File: src/rtl/reg_scoreboard.sv
// Register-dependency scoreboard: one pending-write counter per Y86-64 register.
// It holds decode while a source is pending or a destination counter is full.
module reg_scoreboard #(
  parameter int unsigned CNT_W = 2
) (
  input  logic        Clk,
  input  logic        Reset,
  input  logic        issue_valid,
  output logic        issue_ready,
  input  logic [3:0]  issue_srcA,
  input  logic [3:0]  issue_srcB,
  input  logic [3:0]  issue_dstE,
  input  logic [3:0]  issue_dstM,
  input  logic        wb_valid,
  input  logic [3:0]  wb_dstE,
  input  logic [3:0]  wb_dstM,
  output logic [14:0] busy,
  output logic        err
);

  localparam logic [CNT_W-1:0] CNT_MAX = '1;

  logic [CNT_W-1:0] r_cnt      [15];
  logic [CNT_W-1:0] w_cnt_nxt  [15];
  logic             r_err;
  logic [14:0]      w_sat;
  logic [15:0]      w_pend;
  logic [15:0]      w_full;
  logic [14:0]      w_iset;
  logic [14:0]      w_wset;
  logic             w_fire;
  logic             w_uflow;

  always_comb begin
    busy  = '0;
    w_sat = '0;
    for (int unsigned r = 0; r < 15; r++) begin
      busy[r]  = |r_cnt[r];
      w_sat[r] = (r_cnt[r] == CNT_MAX);
    end
  end

  // Bit 15 stands for RNONE so that 0xF ids index a permanently clear slot.
  assign w_pend = {1'b0, busy};
  assign w_full = {1'b0, w_sat};

  assign issue_ready = Reset
                     & ~w_pend[issue_srcA] & ~w_pend[issue_srcB]
                     & ~w_full[issue_dstE] & ~w_full[issue_dstM];
  assign w_fire      = issue_valid & issue_ready;

  always_comb begin
    w_iset = '0;
    w_wset = '0;
    for (int unsigned r = 0; r < 15; r++) begin
      w_iset[r] = w_fire   && (issue_dstE == 4'(r) || issue_dstM == 4'(r));
      w_wset[r] = wb_valid && (wb_dstE    == 4'(r) || wb_dstM    == 4'(r));
    end
  end

  // A register both issued and retired in the same cycle keeps its count.
  always_comb begin
    w_cnt_nxt = r_cnt;
    w_uflow   = 1'b0;
    for (int unsigned r = 0; r < 15; r++) begin
      if (w_iset[r] && !w_wset[r]) begin
        w_cnt_nxt[r] = r_cnt[r] + CNT_W'(1);
      end else if (w_wset[r] && !w_iset[r]) begin
        if (r_cnt[r] == '0) begin
          w_uflow = 1'b1;
        end else begin
          w_cnt_nxt[r] = r_cnt[r] - CNT_W'(1);
        end
      end
    end
  end

  always_ff @(posedge Clk or negedge Reset) begin
    if (!Reset) begin
      r_cnt <= '{default: '0};
      r_err <= 1'b0;
    end else begin
      r_cnt <= w_cnt_nxt;
      r_err <= r_err | w_uflow;
    end
  end

  assign err = r_err;

endmodule

File: config.mk
export PLATFORM = sky130hd
export DESIGN_NAME = reg_scoreboard
export DESIGN_NICKNAME = d
export VERILOG_FILES = /design/src/rtl/reg_scoreboard.sv
export SDC_FILE = /design/constraint.sdc
export NUM_CORES = 1
export LEC_CHECK = 0
export CORE_MARGIN = 4
export CORE_UTILIZATION = 25
export CTS_CLUSTER_DIAMETER = 150
export DETAILED_ROUTE_END_ITERATION = 8
export RECOVER_POWER = 25
export SLEW_MARGIN = 10
export SYNTH_ARGS = -nofsm -noshare
export SYNTH_HDL_FRONTEND = slang
export SYNTH_SLANG_ARGS = --single-unit
File: constraint.sdc
create_clock -name Clk -period 4.2 [get_ports Clk]
set_input_delay 0.84 -clock Clk [delete_from_list [all_inputs] [get_ports Clk]]
set_output_delay 0.84 -clock Clk [all_outputs]
set_load 0.02 [all_outputs]
# After elaboration in Yosys (flattened, before gate mapping)

Index checks and enable logic that the tools add are counted.

Input port bits: 28
Register bits after elaboration: 31
Output and inout bits: 17

Magnitude comparators: 4
$add $sub $neg: 30
Reductions and logical operators: 184
Muxes and demuxes: 98
Eq/ne operators: 86
Bitwise gates (word level): 10

Operator list:

| cell                                                                   | count |
|---|---|
| 4-bit equality test (second input constant)                            | 28 |
| 2-bit two-way mux                                                      | 45 |
| 4-bit by 3-bit equality test with 1-bit output (second input constant) | 16 |
| 1-bit logical AND                                                      | 60 |
| 1-bit two-way mux                                                      | 49 |
| 4-bit by 2-bit equality test with 1-bit output (second input constant) | 8 |
| 2-bit by 1-bit adder with 2-bit output (second input constant)         | 15 |
| 2-bit equality test (second input constant)                            | 15 |
| 1-bit logical NOT                                                      | 30 |
| 2-bit logical NOT                                                      | 15 |
| 1-bit logical OR                                                       | 30 |
| 2-bit != test (second input constant)                                  | 15 |
| 2-bit AND reduction                                                    | 15 |
| 2-bit nonzero test                                                     | 15 |
| 2-bit OR reduction                                                     | 15 |
| 2-bit by 1-bit subtractor with 2-bit output (second input constant)    | 15 |
| 4-bit by 5-bit < comparator with 1-bit output (second input constant)  | 4 |
| 1-bit binary-select mux with 4-bit select                              | 4 |
| 4-bit by 1-bit equality test with 1-bit output (second input constant) | 4 |
| 4-bit logical NOT                                                      | 4 |
| 1-bit AND                                                              | 5 |
| 1-bit inverter                                                         | 4 |
| 1-bit OR                                                               | 1 |

# Logic depth before layout (Yosys ltp)

Gate-level depths: netlist (run 1).

Depth after elaboration: 57
Mapped depth: 12

# Worst setup path after synthesis (run 1)

Ideal clock, no wire load.

Path kind: input to output
From: input issue_dstE[1]
To: output issue_ready
Path slack: 763 ps
Cell stages on the path: 6
Arrival time: 2597 ps
Path through: clkbuf_1 -> mux4_2 -> o2111ai_1 -> nand2_1 -> clkbuf_1 -> nor3_1

Cells in the longest elaborated chain, start to end: 5

Ends and longest elaborated chain:

| what                                      | line | text |
|---|---|---|
| start, declared                           | 12   | `input logic [3:0] issue_dstE,` |
| 1-bit binary-select mux with 4-bit select | 49   | `& ~w_full[issue_dstE] & ~w_full[issue_dstM];` |
| 1-bit two-way mux (not written as such)   | 49   |  |
| 1-bit inverter                            | 49   |  |
| 1-bit AND (2 in a row)                    | 49   |  |
| end, declared                             | 9    | `output logic issue_ready,` |

No other way between the ends. The select of a mux whose other input is x is not followed.

# Worst setup path after layout (run 1)

From: input issue_srcA[0]
To: register r_err (netlist: err)

Cells in the longest elaborated chain, start to end: 56
Elaborated cells on any way between the ends: 113
Those cells by class: mux: 46; bitwise: 7; reduce/logical: 60

Ends and longest elaborated chain:

| what                                        | line | text |
|---|---|---|
| start, declared                             | 10   | `input logic [3:0] issue_srcA,` |
| 1-bit binary-select mux with 4-bit select * | 48   | `& ~w_pend[issue_srcA] & ~w_pend[issue_srcB]` |
| 1-bit two-way mux (not written as such) *   | 48   |  |
| 1-bit inverter *                            | 48   |  |
| 1-bit AND * (2 in a row)                    | 48   |  |
| 1-bit AND * (2 in a row)                    | 49   |  |
| 1-bit AND *                                 | 50   | `assign w_fire = issue_valid & issue_ready;` |
| 1-bit logical AND                           | 56   | `w_iset[r] = w_fire && (issue_dstE == 4'(r) \|\| issue_dstM == 4'(r));` |
| 1-bit logical NOT                           | 68   | `end else if (w_wset[r] && !w_iset[r]) begin` |
| (+38 left out)                              | --   |  |
| 1-bit two-way mux                           | 66   | `if (w_iset[r] && !w_wset[r]) begin` |
| 1-bit two-way mux                           | 69   | `if (r_cnt[r] == '0) begin` |
| 1-bit two-way mux                           | 68   |  |
| 1-bit two-way mux                           | 66   |  |
| 1-bit two-way mux                           | 69   |  |
| 1-bit two-way mux                           | 68   |  |
| 1-bit two-way mux *                         | 66   |  |
| 1-bit OR *                                  | 84   | `r_err <= r_err \| w_uflow;` |
| end signal, assigned                        | 84   |  |
| end, declared                               | 25   | `logic r_err;` |

Every way passes the cells marked *; elsewhere a longest branch is shown, timed or not. The select of a mux whose other input is x is not followed.
A chain may end at the register's enable or synchronous reset.

==> results of run 1 <==
==> placed cells by master (no fill, tap or decap), drive strengths merged, types with 8 or more instances in the layout <==
cell type / synthesis / routed
nand2: 65 / 65
nor3b: 32 / 32
nor2: 37 / 37
ha: 30 / 30
buf: 9 / 18
and2: 8 / 8
or2: 8 / 8
or4: 10 / 10
nand3: 19 / 19
inv: 29 / 29
o21ai: 57 / 57
nor4: 17 / 17
nor2b: 28 / 28
clkdlybuf4s50: 0 / 41
o22ai: 17 / 17
dfrtp: 31 / 31
nand2b: 18 / 18
nor3: 23 / 23
==> cells by family (layout without fill, tap and decap cells) <==
kind of cell	count (synthesis)	after routing	synth area share [%]
compound gates	104	104	17.67
fa+ha+maj	30	30	10.11
buf+inv	49	100	5.428
flops	31	31	20.90
mux	7	7	3.945
simple gates	285	285	41.94
==> Yosys cell counts, drive strengths merged (8+ instances only) <==
master	instances	area (um2)
nand2b	18	112.6
or4	10	78.82
nand3	19	95.09
or2	8	55.05
o21ai	57	285.3
inv	29	108.9
buf	9	51.30
ha	30	375.4
nor2	37	138.9
dfrtp	31	775.7
o22ai	17	106.4
nor2b	28	175.2
nor3	23	115.1
and2	8	50.05
nand2	65	246.5
nor4	17	106.4
nor3b	32	240.2
clkbuf	11	41.29
==> power breakdown <==
group	internal, mW	switching (mW)
clock	0.295	0.141
combinational	0.0868	0.127
sequential	0.302	0.00597
==> flip-flops by register name, indices dropped and copies added (netlist names) <==
name and count:
r_cnt 30, err 1
==> final cells by class <==
cell class                 count  area, um2  share of cell area (%)
clock inverter                 2      35.03                  0.7596
clock buffer                   6      138.9                   3.011
multi-input combinational    426       2739                   59.39
tap                          184      230.2                   4.992
inverter                      29      108.9                   2.360
timing repair buffer          63      584.3                   12.67
sequential                    31      775.7                   16.82
==> worst max path at each step <==
stage | start | to | cells after the start
final | issue_srcA[0] | err | 10
after global routing | issue_srcB[0] | err | 10
after CTS | issue_srcB[1] | issue_ready | 8
after detailed placement | issue_srcB[0] | issue_ready | 7
after global placement | issue_srcB[0] | issue_ready | 7
after floorplan | issue_dstE[1] | issue_ready | 6
==> layer usage <==
| metal | global-route usage [%] | wire [um] | up-vias |
|---|---|---|---|
| met5 | 0 | 0 | - |
| met1 | 20.27 | 5695 | 1874 |
| li1 | - | - | 1943 |
| met2 | 26.02 | 6068 | 156 |
| met3 | 2.702 | 881 | 24 |
| met4 | 5.623 | 449 | 0 |
==> what timing repair did <==
action                                  4_1_cts  5_1_grt
resized for setup                             1        2
endpoints found under the setup margin        1        1
pin swaps                                     0        1
endpoints found under the hold margin         0        0
==> worst register-to-register path, stage by stage, from the launching register on <==
cell and delay (ns):
dfrtp_1 0.44, or2_1 0.37, mux4_2 0.50, o221ai_2 0.22, nand2_2 0.21, buf_4 0.22, or4_1 0.52, ha_1 0.21
nor3b_1 0.14, nor4_1 0.33, nand4_1 0.13
==> stage by stage <==
stage	power (mW)	util (%)
floorplan	0.4248	-
global placement	0.5215	30.49
detailed placement	0.5241	30.49
CTS	0.9641	31.72
global route	1.004	31.73
finish	0.9571	31.73
==> out/metrics.csv, run 1 <==
stage,metric,value,unit
global_route,grt_usage,15.59,%
status,status,finished with violations,
layout,area_delta_synth_final,24.28,%
critical_path,cp_slowest_cell,clkdlybuf4s50_1,
routing,wl_per_cell,17.67,um
sta,tightest_slew,1.884,ns
clocking,insertion_delay,0.28,ns
power_and_ir_drop,vdd_drop_max,0.0001258,V
min_path,hold_path_depth,2,
sta,finalSetupTns,0,ns
clocking,cts_num_sinks,31,
sta,rsz0062_at_grt,no,
layout,fin_area,4612,um2
routing,via_count,3997,
placement,place_congestion,1.016,
synth,ys.warnings.count,0,
critical_path,crit_arrival,3.93,ns
critical_path,max_stage_delay,0.58,ns
floorplanning,dieArea,16860,um2
clocking,cts_made_buffers,5,
clocking,hold_buffers,0,
layout,layout-drive-gt1-share,8.259,%
clocking,clkTransAtPathRegs,0.05,ns
layout,layoutNonFillerInstCount,741,
clocking,root_buffer,clkbuf_16,
floorplanning,die_w,129.8,um
sta,layout_setup_ws,0.4050,ns
floorplanning,io_pins,45,
routing,antenna_left,0,
clocking,clock_path_buffers,2,
synth,ys_seq_area_share,20.90,%
clocking,cts_tree,yes,
synth,syn_inst,506,
sta,whs,0.5863,ns
sta,hold_viol,0,
critical_path,critPathLaunchType,primary input,
placement,dpl.cell_count,733,
synth,yosys_most_used_dff,dfrtp_1,
job,drv_cap,1,
placement,dp_hpwl,10690,um
synth,syn_nets,564,
synth,synth_cell_types,44,
sta,setup_violations,0,
synth,synth_edf_count,0,
critical_path,crit_fanout,13,
critical_path,crit_family,simple AND/OR/NAND/NOR gates,
synth,postSynthAreaPerCell,7.334,um2
placement,placed_cell_area,4432,um2
critical_path,critPathCaptureType,register,
sta,relSlewSlack,-25.60,%
critical_path,cp_cell_sequence,"clkdlybuf4s50_1, mux4_2, o221ai_2, nand2_2, buf_4, or4_1, ha_1, nor3b_1, nor4_1, nand4_1",
power_and_ir_drop,p_leak,2.077,nW
floorplanning,initial_core_util,25.53,%
global_route,antenna_found_initial,0,
floorplanning,row_count,44,
global_route,grt_pass1_vias,3912,
routing,drc,0,
floorplanning,die_height,129.8,um
min_path,hold_start,r_cnt[12],
floorplanning,core,14530,um2
power_and_ir_drop,power_density,207.5,nW/um2
synth,synthArstFlopShare,100.0,%
routing,firstDrtPassIters,5,
layout,num-fill-cells,1571,
critical_path,critical_path_class,primary input to register,
critical_path,reg2reg_depth,10,
critical_path,cp_num_buf_inv,2,
layout,diodes,0,
placement,dp_worst_setup_slack,-0.05293,ns
routing,finalWirelength,13090,um
sta,maxSlewViolCount,32,
sta,finClkSkew,0.005811,ns
status,violations,"capacitance limit, slew limit",
synth,ys_seq_elements,31,
critical_path,rrSetupSlack,0.78,ns
synth,synthesis.area,3711,um2
critical_path,rr_startpoint,r_cnt[10],
routing,viasPerCell,5.394,
global_route,grt_max_degree,32,
layout,num-nets-final,614,
sta,min_period,3.795,ns
routing,drt_iter0_markers,273,
global_route,overflow,0,
clocking,htreeDepth,2,
critical_path,required,4.34,ns
min_path,hold_class,register to register,
sta,clock.fmax,263.5,MHz
clocking,post-cts-setup-buffer-count,0,
critical_path,rr_endpoint,err,
sta,min_period_over_period,90.36,%
min_path,min_to,r_cnt[12],
global_route,grt_first_pass_wirelength,20680,um
placement,portBuffers,44,
No activity file was read; power rests on OpenSTA's default activity.
==> run 2: changes to the inputs <==
SLEW_MARGIN = unset   (was 10)
==> results of run 2 <==
The final DEF is identical to that of run 1; final timing and power are the same.
==> run 3: changes to the inputs <==
HOLD_SLACK_MARGIN = 0.12   (was unset)
==> results of run 3 <==
The final DEF is identical to that of run 1; final timing and power are the same.
